**src/rtl/act_pkg.sv**
```systemverilog
// Activation function encodings shared by requesters and the scheduler.
// Ports: none (package).
package act_pkg;

    localparam logic [1:0] ACT_BYPASS  = 2'd0;
    localparam logic [1:0] ACT_LRELU   = 2'd1;
    localparam logic [1:0] ACT_SIGMOID = 2'd2;
    localparam logic [1:0] ACT_TANH    = 2'd3;

endpackage

```
**src/rtl/act_rr_scheduler_if.sv**
```systemverilog
// Request/result handshake bundle of the activation scheduler.
// master: requesters + downstream sink; slave: the scheduler.
interface act_rr_scheduler_if #(
    parameter int W       = 16,
    parameter int NUM_REQ = 4,
    parameter int IDW     = 2
);

    logic [NUM_REQ-1:0]   req_valid;
    logic [NUM_REQ-1:0]   req_ready;
    logic [NUM_REQ*W-1:0] req_data;
    logic [NUM_REQ*2-1:0] req_func;
    logic signed [W-1:0]  cfg_slope;
    logic                 out_valid;
    logic                 out_ready;
    logic signed [W-1:0]  out_data;
    logic [IDW-1:0]       out_id;
    logic [1:0]           out_func;

    modport master (
        output req_valid, req_data, req_func,
        output cfg_slope, out_ready,
        input  req_ready, out_valid,
        input  out_data, out_id, out_func
    );

    modport slave (
        input  req_valid, req_data, req_func,
        input  cfg_slope, out_ready,
        output req_ready, out_valid,
        output out_data, out_id, out_func
    );

endinterface

```
**src/rtl/act_rr_scheduler_act_unit.sv**
```systemverilog
// Combinational activation: bypass / LReLU / 3-segment sigmoid / hard tanh.
// Ports: x, slope, func in; y out (all signed W except func).
module act_unit
    import act_pkg::*;
#(
    parameter int W = 16
) (
    input  logic signed [W-1:0] x,
    input  logic signed [W-1:0] slope,
    input  logic [1:0]          func,
    output logic signed [W-1:0] y
);

    localparam logic signed [W-1:0] ONE  = W'(1);
    localparam logic signed [W-1:0] MONE = -W'(1);

    // Only the low W bits of the product are kept.
    logic signed [W-1:0] prod;
    logic signed [W-1:0] half;

    assign prod = x * slope;
    assign half = (x >>> 1) + ONE;

    always_comb begin
        y = x;
        unique case (func)
            ACT_BYPASS:  y = x;
            ACT_LRELU:   y = (x > 0) ? x : prod;
            ACT_SIGMOID: begin
                if (x > 2)       y = ONE;
                else if (x < -2) y = '0;
                else             y = half >>> 1;
            end
            ACT_TANH: begin
                if (x >= 1)       y = ONE;
                else if (x <= -1) y = MONE;
                else              y = x;
            end
        endcase
    end

endmodule

```
**src/rtl/act_rr_scheduler.sv**
```systemverilog
// Round-robin shared activation datapath, 2-stage valid/ready pipeline.
// Ports: clk, rst_n, bus (slave); perf_* only with ACT_RR_PERF_EN.
module act_rr_scheduler
    import act_pkg::*;
#(
    parameter int W       = 16,
    parameter int NUM_REQ = 4,
    parameter int IDW     = 2
) (
    input  logic        clk,
    input  logic        rst_n,
`ifdef ACT_RR_PERF_EN
    input  logic        perf_clr,
    output logic [31:0] perf_accept_cnt,
    output logic [31:0] perf_stall_cnt,
`endif
    act_rr_scheduler_if.slave bus
);

    logic [IDW-1:0]      ptr;
    logic [IDW-1:0]      gnt;
    logic [IDW-1:0]      nxt_ptr;
    logic                found;
    logic                accept;
    logic                s1_valid;
    logic                s1_free;
    logic                s2_free;
    logic signed [W-1:0] s1_data;
    logic signed [W-1:0] s1_slope;
    logic [1:0]          s1_func;
    logic [IDW-1:0]      s1_id;
    logic signed [W-1:0] y;

    // Scan starting at ptr, wrapping; first valid wins.
    always_comb begin : arb
        logic [IDW:0] sum;
        found = 1'b0;
        gnt   = '0;
        sum   = '0;
        for (int k = 0; k < NUM_REQ; k++) begin
            sum = {1'b0, ptr} + (IDW+1)'(k);
            if (sum >= (IDW+1)'(NUM_REQ))
                sum = sum - (IDW+1)'(NUM_REQ);
            if (!found && bus.req_valid[sum[IDW-1:0]]) begin
                found = 1'b1;
                gnt   = sum[IDW-1:0];
            end
        end
    end

    assign s2_free = !bus.out_valid || bus.out_ready;
    assign s1_free = !s1_valid || s2_free;
    // Gating with rst_n keeps ready low while reset is held.
    assign accept  = found && s1_free && rst_n;
    assign nxt_ptr = (gnt == IDW'(NUM_REQ-1)) ? '0 : gnt + 1'b1;

    always_comb begin
        bus.req_ready = '0;
        if (accept) bus.req_ready[gnt] = 1'b1;
    end

    always_ff @(posedge clk or negedge rst_n) begin
        if (!rst_n)      ptr <= '0;
        else if (accept) ptr <= nxt_ptr;
    end

    always_ff @(posedge clk or negedge rst_n) begin
        if (!rst_n) begin
            s1_valid <= 1'b0;
            s1_data  <= '0;
            s1_slope <= '0;
            s1_func  <= '0;
            s1_id    <= '0;
        end else if (s1_free) begin
            s1_valid <= accept;
            if (accept) begin
                s1_data  <= bus.req_data[int'(gnt)*W +: W];
                s1_func  <= bus.req_func[int'(gnt)*2 +: 2];
                s1_slope <= bus.cfg_slope;
                s1_id    <= gnt;
            end
        end
    end

    act_unit #(.W(W)) u_act (
        .x     (s1_data),
        .slope (s1_slope),
        .func  (s1_func),
        .y     (y)
    );

    always_ff @(posedge clk or negedge rst_n) begin
        if (!rst_n) begin
            bus.out_valid <= 1'b0;
            bus.out_data  <= '0;
            bus.out_id    <= '0;
            bus.out_func  <= '0;
        end else if (s2_free) begin
            bus.out_valid <= s1_valid;
            if (s1_valid) begin
                bus.out_data <= y;
                bus.out_id   <= s1_id;
                bus.out_func <= s1_func;
            end
        end
    end

`ifdef ACT_RR_PERF_EN
    always_ff @(posedge clk or negedge rst_n) begin
        if (!rst_n) begin
            perf_accept_cnt <= '0;
            perf_stall_cnt  <= '0;
        end else if (perf_clr) begin
            perf_accept_cnt <= '0;
            perf_stall_cnt  <= '0;
        end else begin
            if (accept && !(&perf_accept_cnt))
                perf_accept_cnt <= perf_accept_cnt + 32'd1;
            if (bus.out_valid && !bus.out_ready && !(&perf_stall_cnt))
                perf_stall_cnt <= perf_stall_cnt + 32'd1;
        end
    end
`endif

endmodule

```
**src/flat_wrapper.sv**
```systemverilog
// flat-port wrapper written by rule: the top's interface ports become plain ports
module act_rr_scheduler_flat import act_pkg::*;
#(
    parameter int W       = 16,
    parameter int NUM_REQ = 4,
    parameter int IDW     = 2
)
  (clk, rst_n, bus_req_valid, bus_req_data, bus_req_func, bus_cfg_slope, bus_out_ready, bus_req_ready, bus_out_valid, bus_out_data, bus_out_id, bus_out_func);
  act_rr_scheduler_if #(.W(W), .NUM_REQ(NUM_REQ), .IDW(IDW)) bus_i ();
  input  logic clk;
  input  logic rst_n;
  input wire logic [$bits(bus_i.req_valid)-1:0] bus_req_valid;
  input wire logic [$bits(bus_i.req_data)-1:0] bus_req_data;
  input wire logic [$bits(bus_i.req_func)-1:0] bus_req_func;
  input wire logic [$bits(bus_i.cfg_slope)-1:0] bus_cfg_slope;
  input wire logic [$bits(bus_i.out_ready)-1:0] bus_out_ready;
  output wire logic [$bits(bus_i.req_ready)-1:0] bus_req_ready;
  output wire logic [$bits(bus_i.out_valid)-1:0] bus_out_valid;
  output wire logic [$bits(bus_i.out_data)-1:0] bus_out_data;
  output wire logic [$bits(bus_i.out_id)-1:0] bus_out_id;
  output wire logic [$bits(bus_i.out_func)-1:0] bus_out_func;
  assign bus_i.req_valid = bus_req_valid;
  assign bus_i.req_data = bus_req_data;
  assign bus_i.req_func = bus_req_func;
  assign bus_i.cfg_slope = bus_cfg_slope;
  assign bus_i.out_ready = bus_out_ready;
  assign bus_req_ready = bus_i.req_ready;
  assign bus_out_valid = bus_i.out_valid;
  assign bus_out_data = bus_i.out_data;
  assign bus_out_id = bus_i.out_id;
  assign bus_out_func = bus_i.out_func;
  act_rr_scheduler #(.W(W), .NUM_REQ(NUM_REQ), .IDW(IDW)) u_core (.clk(clk), .rst_n(rst_n), .bus(bus_i));
endmodule
```
**config.mk**
```make
export PLATFORM = sky130hd
export DESIGN_NAME = act_rr_scheduler_flat
export DESIGN_NICKNAME = d
export VERILOG_FILES = /design/src/rtl/act_pkg.sv /design/src/rtl/act_rr_scheduler_if.sv /design/src/rtl/act_rr_scheduler_act_unit.sv /design/src/rtl/act_rr_scheduler.sv /design/src/flat_wrapper.sv
export SDC_FILE = /design/constraint.sdc
export NUM_CORES = 1
export LEC_CHECK = 0
export BUFFER_PORTS_ARGS = -buffer_cell sky130_fd_sc_hd__buf_4
export CORE_ASPECT_RATIO = 2
export CORE_UTILIZATION = 60
export CTS_BUF_LIST = sky130_fd_sc_hd__clkbuf_4 sky130_fd_sc_hd__clkbuf_8
export DETAILED_ROUTE_END_ITERATION = 10
export HOLD_SLACK_MARGIN = 0.03
export PLACE_DENSITY = 0.84
export SYNTH_ARGS = -nofsm -noshare
export SYNTH_HDL_FRONTEND = slang
export SYNTH_HIERARCHICAL = 1
export SYNTH_SLANG_ARGS = --single-unit
```
**constraint.sdc**
```tcl
create_clock -name clk -period 8 [get_ports clk]
set_input_delay 1.6 -clock clk [delete_from_list [all_inputs] [get_ports clk]]
set_output_delay 1.6 -clock clk [all_outputs]
set_load 0.005 [all_outputs]
```
======== Word level (Yosys, flattened, before mapping) ========
Index checks and enable logic that the tools add are counted.
cells by class
  add/sub/neg operators ................... 9
  multiply operators ...................... 1
  divide/modulo/power cells ............... 0
  $lt $le $gt $ge ......................... 15
  eq/ne operators ......................... 4
  shift-type cells ........................ 2
  multiplexer cells ....................... 30
  bitwise operators ....................... 0
  reduce and logical (&&, ||, !) cells .... 16
operators with widths
  cell                   count
  $mux 16                5
  $pmux 16 s4            1
  $shiftx 64x7->16       1
  $mux 2                 9
  $add 15x2->16 const B  1
  $ge 16x2->1 const B    1
  $gt 16x1->1 const B    1
  $gt 16x3->1 const B    1
  $le 16x1->1 const B    1
  $lt 16x2->1 const B    1
  $mul 16x16->16         1
  $lt 2x3->1 const B     5
  $ge 3x3->1 const B     3
  $mux 1                 9
  $bmux 1 s2             4
  $shiftx 8x4->2         1
  $sub 2x1->2 const B    4
  $add 2x2->3 const B    2
  $eq 2x2->1 const B     3
  $logic_and 1x1->1      6
  $logic_not 1->1        5
  $mux 4                 1
  $reduce_and 2->1       2
  $add 2x1->3 const B    1
  7 further kinds        8
storage, ports and cells
  flip-flop bits (word level) ............. 60
  latch bits .............................. 0
  bits in writable memories ............... 0
  bits in read-only memories .............. 0
  output and inout bits ................... 25
  memories kept ........................... 0

======== Longest topological paths before layout ========
  word-level depth ........................ 19
  gate-level depth with buffers ........... 23

======== By module ========
The synthesis kept the hierarchy.
by module, submodules not included
  module            times used  cells each  area each (sq um)  seq. area each (sq um)
  act_unit          1           577         4,697.0            0.0
  act_rr_scheduler  1           259         2,885.3            1,501.4

======== Worst setup path before layout ========
Ideal clock, no wire load.
  path kind ............................... register to register
  start point ............................. register u_core.s1_data[5]
  end point ............................... register u_core.bus.out_data[13]
  setup time .............................. 0.125 ns
  data arrival time ....................... 5.539 ns
  required time ........................... 7.875 ns
  setup slack ............................. 2.337 ns
  cell stages (with the launch flop) ...... 21
  path buffers ............................ 1
  cells stage by stage .................... dfrtp_1 clkbuf_1 and2_1 fa_1 inv_1 fa_1 fa_1 fa_1 inv_1 fa_1 inv_1 fa_1 inv_1 ha_1 a21o_1 a21o_1 a211oi_1 xor2_1 o21ai_0 a21o_1 mux2_2
between the ends
  cells in the longest elaborated chain, start to end .. 4
ends and longest elaborated chain
  item                                                    line                             source
  start: declaration                                      act_rr_scheduler.sv:28           logic signed [W-1:0] s1_data;
  start signal: assignment                                act_rr_scheduler.sv:77           s1_data <= bus.req_data[int'(gnt)*W +: W];
  branches (longest 3 deep; another with $mul 16x16->16)  -
  $pmux 16 s4 (*)                                         act_rr_scheduler_act_unit.sv:26  unique case (func)
  via u_core.y[13]                                        act_rr_scheduler.sv:32           logic signed [W-1:0] y;
  end signal: assignment                                  act_rr_scheduler.sv:101          bus.out_data <= y;
  end: declaration                                        act_rr_scheduler_if.sv:31        output out_data, out_id, out_func
Mark *: on every way through the listed nets, which the timed path passes.
A chain may end at the register's enable or synchronous reset.

======== Worst setup path in the final report ========
  start point ............................. register u_core.s1_data[5]
  end point ............................... register u_core.bus.out_data[15]
The elaborated chain is that of the path after synthesis.

==> results.tsv <==
stage	metric	value	unit
cells_and_area	Fill cells	929	
die	DIE WIDTH	81.5	um
die	Cell Rows	57	
global_route	total grt overflow	0	
critical_path	Critical Path Max Stage Delay	0.58	ns
cells_and_area	# diodes	0	
critical_path	CP Data Required Time	8.22	ns
clock_network	Hold Buf Count CTS	0	
placed_design	estimated wirelength of the detail-placed design	15800	um
run_status	outcome	finished, final reports clean	
critical_path	CP Cell Sequence	and2_1 -> fa_1 -> inv_1 -> fa_1 -> fa_1 -> fa_1 -> inv_1 -> fa_1 -> inv_1 -> fa_1 -> inv_1 -> ha_1 -> and3_1 -> nand2_1 -> a211oi_1 -> a211oi_1 -> o21ai_0 -> xnor2_1 -> o21ai_0 -> mux2_2	
critical_path	Arr. time, crit path	6.34	ns
global_route	first-pass GRT wire length	32000	um
sta	Final Max Tran Viols	0	
synthesis	simple-gate share of the synthesized area	17.4	%
synthesis	main combinational cell family by area after synthesis	adder cells	
synthesis	warnings from Yosys	6	
synthesis	mux cell area share after synthesis	5.48	%
detailed_routing	DRC	0	
detailed_routing	Routed Antenna Nets	0	
clock_network	Reg clk slew, reported paths	0.08	ns
cells_and_area	Syn-to-layout area delta	14.1	%
min_path	Worst Hold Class	flip-flop to flip-flop	
clock_network	CTS Buffer Depth	2	
clock_network	Skew-Pair Late Insertion Delay	0.35	ns
critical_path	CP delay by family, top	adder cells	
synthesis	Syn Nets	1073	
global_route	initial antenna violation count	0	
synthesis	Post-synth EDFFs	0	
placed_design	GPL Wtd Cong	0.932	
sta	hold_ws	0.503	ns
placed_design	I/O Buffers	119	
sta	fmax	0.163	GHz
die	Chip Height	161	um
critical_path	CP max FO	15	
synthesis	post-synth cell types	61	
detailed_routing	Iteration-0 DRC Markers	423	
die	I/O pin cnt	120	
synthesis	register area share after synthesis	19.8	%
critical_path	startpoint types	flip-flop	
sta	Tmin final	6.12	ns
die	Initial Util	62.2	%
sta	Finish-stage setup viols	0	
clock_network	CTS buffer count	9	
clock_network	TritonCTS Sinks	60	
critical_path	Worst path slowest cell	dfrtp_1	
synthesis	Avg Inst Size Synth	9.07	um^2
synthesis	Netlist Area Pre-Place	7580	um^2
critical_path	critical path class	flip-flop to flip-flop	
detailed_routing	Pre-Repair DR Iteration Count	7	
sta	final hold violations	0	
detailed_routing	wire per inst	18.3	um
clock_network	CTS H-tree lvls	3	
synthesis	post-synthesis cell count	836	
cells_and_area	Layout Nets	1166	
global_route	pin count of the biggest net entering global routing	61	
sta	final setup skew	0.0119	ns
synthesis	Synth Flop Type	dfrtp_1	
sta	setup TNS	0	ns
sta	RSZ-0062 raised after global routing	no	
critical_path	Setup crit end kind	flip-flop	
clock_network	postcts setup bufs	0	
die	die area	13100	um^2
synthesis	complex-gate fraction of the synthesized area	10.8	%
synthesis	number of synthesized register bits	60	
die	core area	12200	um^2
synthesis	asr flop ratio synth	100	%
synthesis	Post-Synth Adder-Cell Area	31.3	%
detailed_routing	DR vias	6292	
clock_network	post-CTS sizing	0	
sta	Slew @ Worst Pin	0.990	ns
cells_and_area	share of cells above drive strength 1	19.9	%
clock_network	CTS tree	built	
detailed_routing	Via density	5.83	
detailed_routing	Detailed Route WL	19700	um
critical_path	Bufs and invs on worst path	4	
global_route	vias in the first global route	6843	
sta	Worst slew margin	34.0	%
global_route	GRT Overall Usage	32.8	%
critical_path	cell repeated most along the worst path	fa_1	
sta	Final Cycle Share	76.5	%
synthesis	Post-Synth XOR/XNOR Area	5.48	%
clock_network	root buffer cell	clkbuf_8	
job	max_cap viols	0	
cells_and_area	post-layout util	70.9	%
==> cell usage after synthesis (all sizes together), types with 6 or more instances <==
cell type | number | area, um^2
o21ai | 38 | 190
nor2 | 9 | 33.8
ha | 63 | 788
mux2 | 20 | 225
a21oi | 15 | 109
buf | 19 | 145
a21o | 9 | 67.6
inv | 134 | 503
fa | 79 | 1580
nand2 | 140 | 526
mux2i | 19 | 190
nor2b | 8 | 57.6
nand2b | 7 | 46.3
xor2 | 10 | 87.6
clkbuf | 24 | 93.8
a221oi | 18 | 220
and3 | 20 | 125
xnor2 | 34 | 305
dfrtp | 60 | 1500
a221o | 6 | 62.6
and2 | 63 | 394
==> final timing paths <==
path                                               startpoint                             endpoint  slack (ns)  depth (start not counted)
worst max-delay path            u_core/s1_data[5]$_DFFE_PN0P_  u_core/bus.out_data[15]$_DFFE_PN0P_        1.88                         20
min in group asynchronous                               rst_n     u_core/bus.out_id[1]$_DFFE_PN0P_        1.47                          2
worst min-delay path              u_core/s1_id[1]$_DFFE_PN0P_          u_core/s1_id[1]$_DFFE_PN0P_        0.50                          2
worst max register to register  u_core/s1_data[5]$_DFFE_PN0P_  u_core/bus.out_data[15]$_DFFE_PN0P_        1.88                         20
max in group asynchronous                               rst_n            u_core/ptr[1]$_DFFE_PN0P_        5.99                          2
worst min register to register    u_core/s1_id[1]$_DFFE_PN0P_          u_core/s1_id[1]$_DFFE_PN0P_        0.50                          2
==> layout by cell type (no fill, tap or decap), types with 4 or more instances in the layout <==
cell,synthesis,routed
a211oi_1,4,4
a21o_1,9,9
a21oi_1,12,12
a221o_1,4,4
a221oi_1,8,8
a221oi_2,10,10
a31oi_1,4,4
and2_1,63,63
and3_1,20,20
buf_4,4,125
clkbuf_8,0,11
dfrtp_1,60,60
fa_1,79,79
ha_1,63,63
inv_1,133,133
mux2_2,20,20
mux2i_1,19,19
nand2_1,140,140
nand2b_1,6,6
nor2_1,9,9
nor2b_1,7,6
nor3_1,4,4
o21ai_0,22,22
o21ai_1,16,16
xnor2_1,33,33
xor2_1,10,10
==> worst reg2reg max path, stage by stage (launching register included) <==
cell and delay [ns]:
dfrtp_1 0.58, and2_1 0.27, fa_1 0.53, inv_1 0.06, fa_1 0.56, fa_1 0.43, fa_1 0.49, inv_1 0.05
fa_1 0.53, inv_1 0.06, fa_1 0.54, inv_1 0.04, ha_1 0.34, and3_1 0.23, nand2_1 0.07, a211oi_1 0.05
a211oi_1 0.40, o21ai_0 0.19, xnor2_1 0.18, o21ai_0 0.10, mux2_2 0.27
==> registers in the layout, indices dropped and copies added, names as in the netlist <==
signal	cells
u_core/s1_id	2
u_core/s1_data	16
u_core/bus.out_id	2
u_core/bus.out_data	16
u_core/bus.out_func	2
u_core/s1_slope	16
u_core/s1_valid	1
u_core/ptr	2
u_core/s1_func	2
u_core/bus.out_valid	1
==> kinds of logic after synthesis <==
| logic type | after synthesis |
|---|---|
| AND/OR/NAND/NOR | 267 |
| flip-flops | 60 |
| XOR/XNOR | 45 |
| buffers and inverters | 177 |
| multiplexers | 39 |
| adder cells (fa/ha/maj) | 142 |
| AO/OA/AOI/OAI | 106 |
==> final cells by class <==
type / count / area (um^2) / area share, %
Multi-Input combinational cell: 599 / 5350 / 61.8
Sequential cell: 60 / 1500 / 17.4
Timing Repair Buffer: 125 / 938 / 10.8
Inverter: 134 / 503 / 5.81
Tap cell: 147 / 184 / 2.13
Clock buffer: 11 / 151 / 1.75
Clock inverter: 4 / 25.0 / 0.289
==> through the flow <==
step / cells / setup slack (ns) / area, um^2
after floorplan: 836 / 2.34 / 7580
after global placement: 1065 / 2.09 / 8470
after detailed placement: 1065 / 1.89 / 8470
after CTS: 1080 / 1.83 / 8650
after global routing: 1080 / 1.59 / 8650
final: 1080 / 1.88 / 8650
==> layer usage <==
| metal | GRT usage (%) | routed length [um] | vias to the layer above |
|---|---|---|---|
| met5 | 0 | 0 | - |
| met4 | 23.8 | 1490 | 0 |
| met3 | 4.24 | 886 | 94 |
| met2 | 58.5 | 10900 | 287 |
| met1 | 33.5 | 6450 | 3053 |
| li1 | - | - | 2858 |
Power is left out: the tool's default activity adds up to more than one toggle a clock period on the data nets, which glitch-free logic cannot reach.
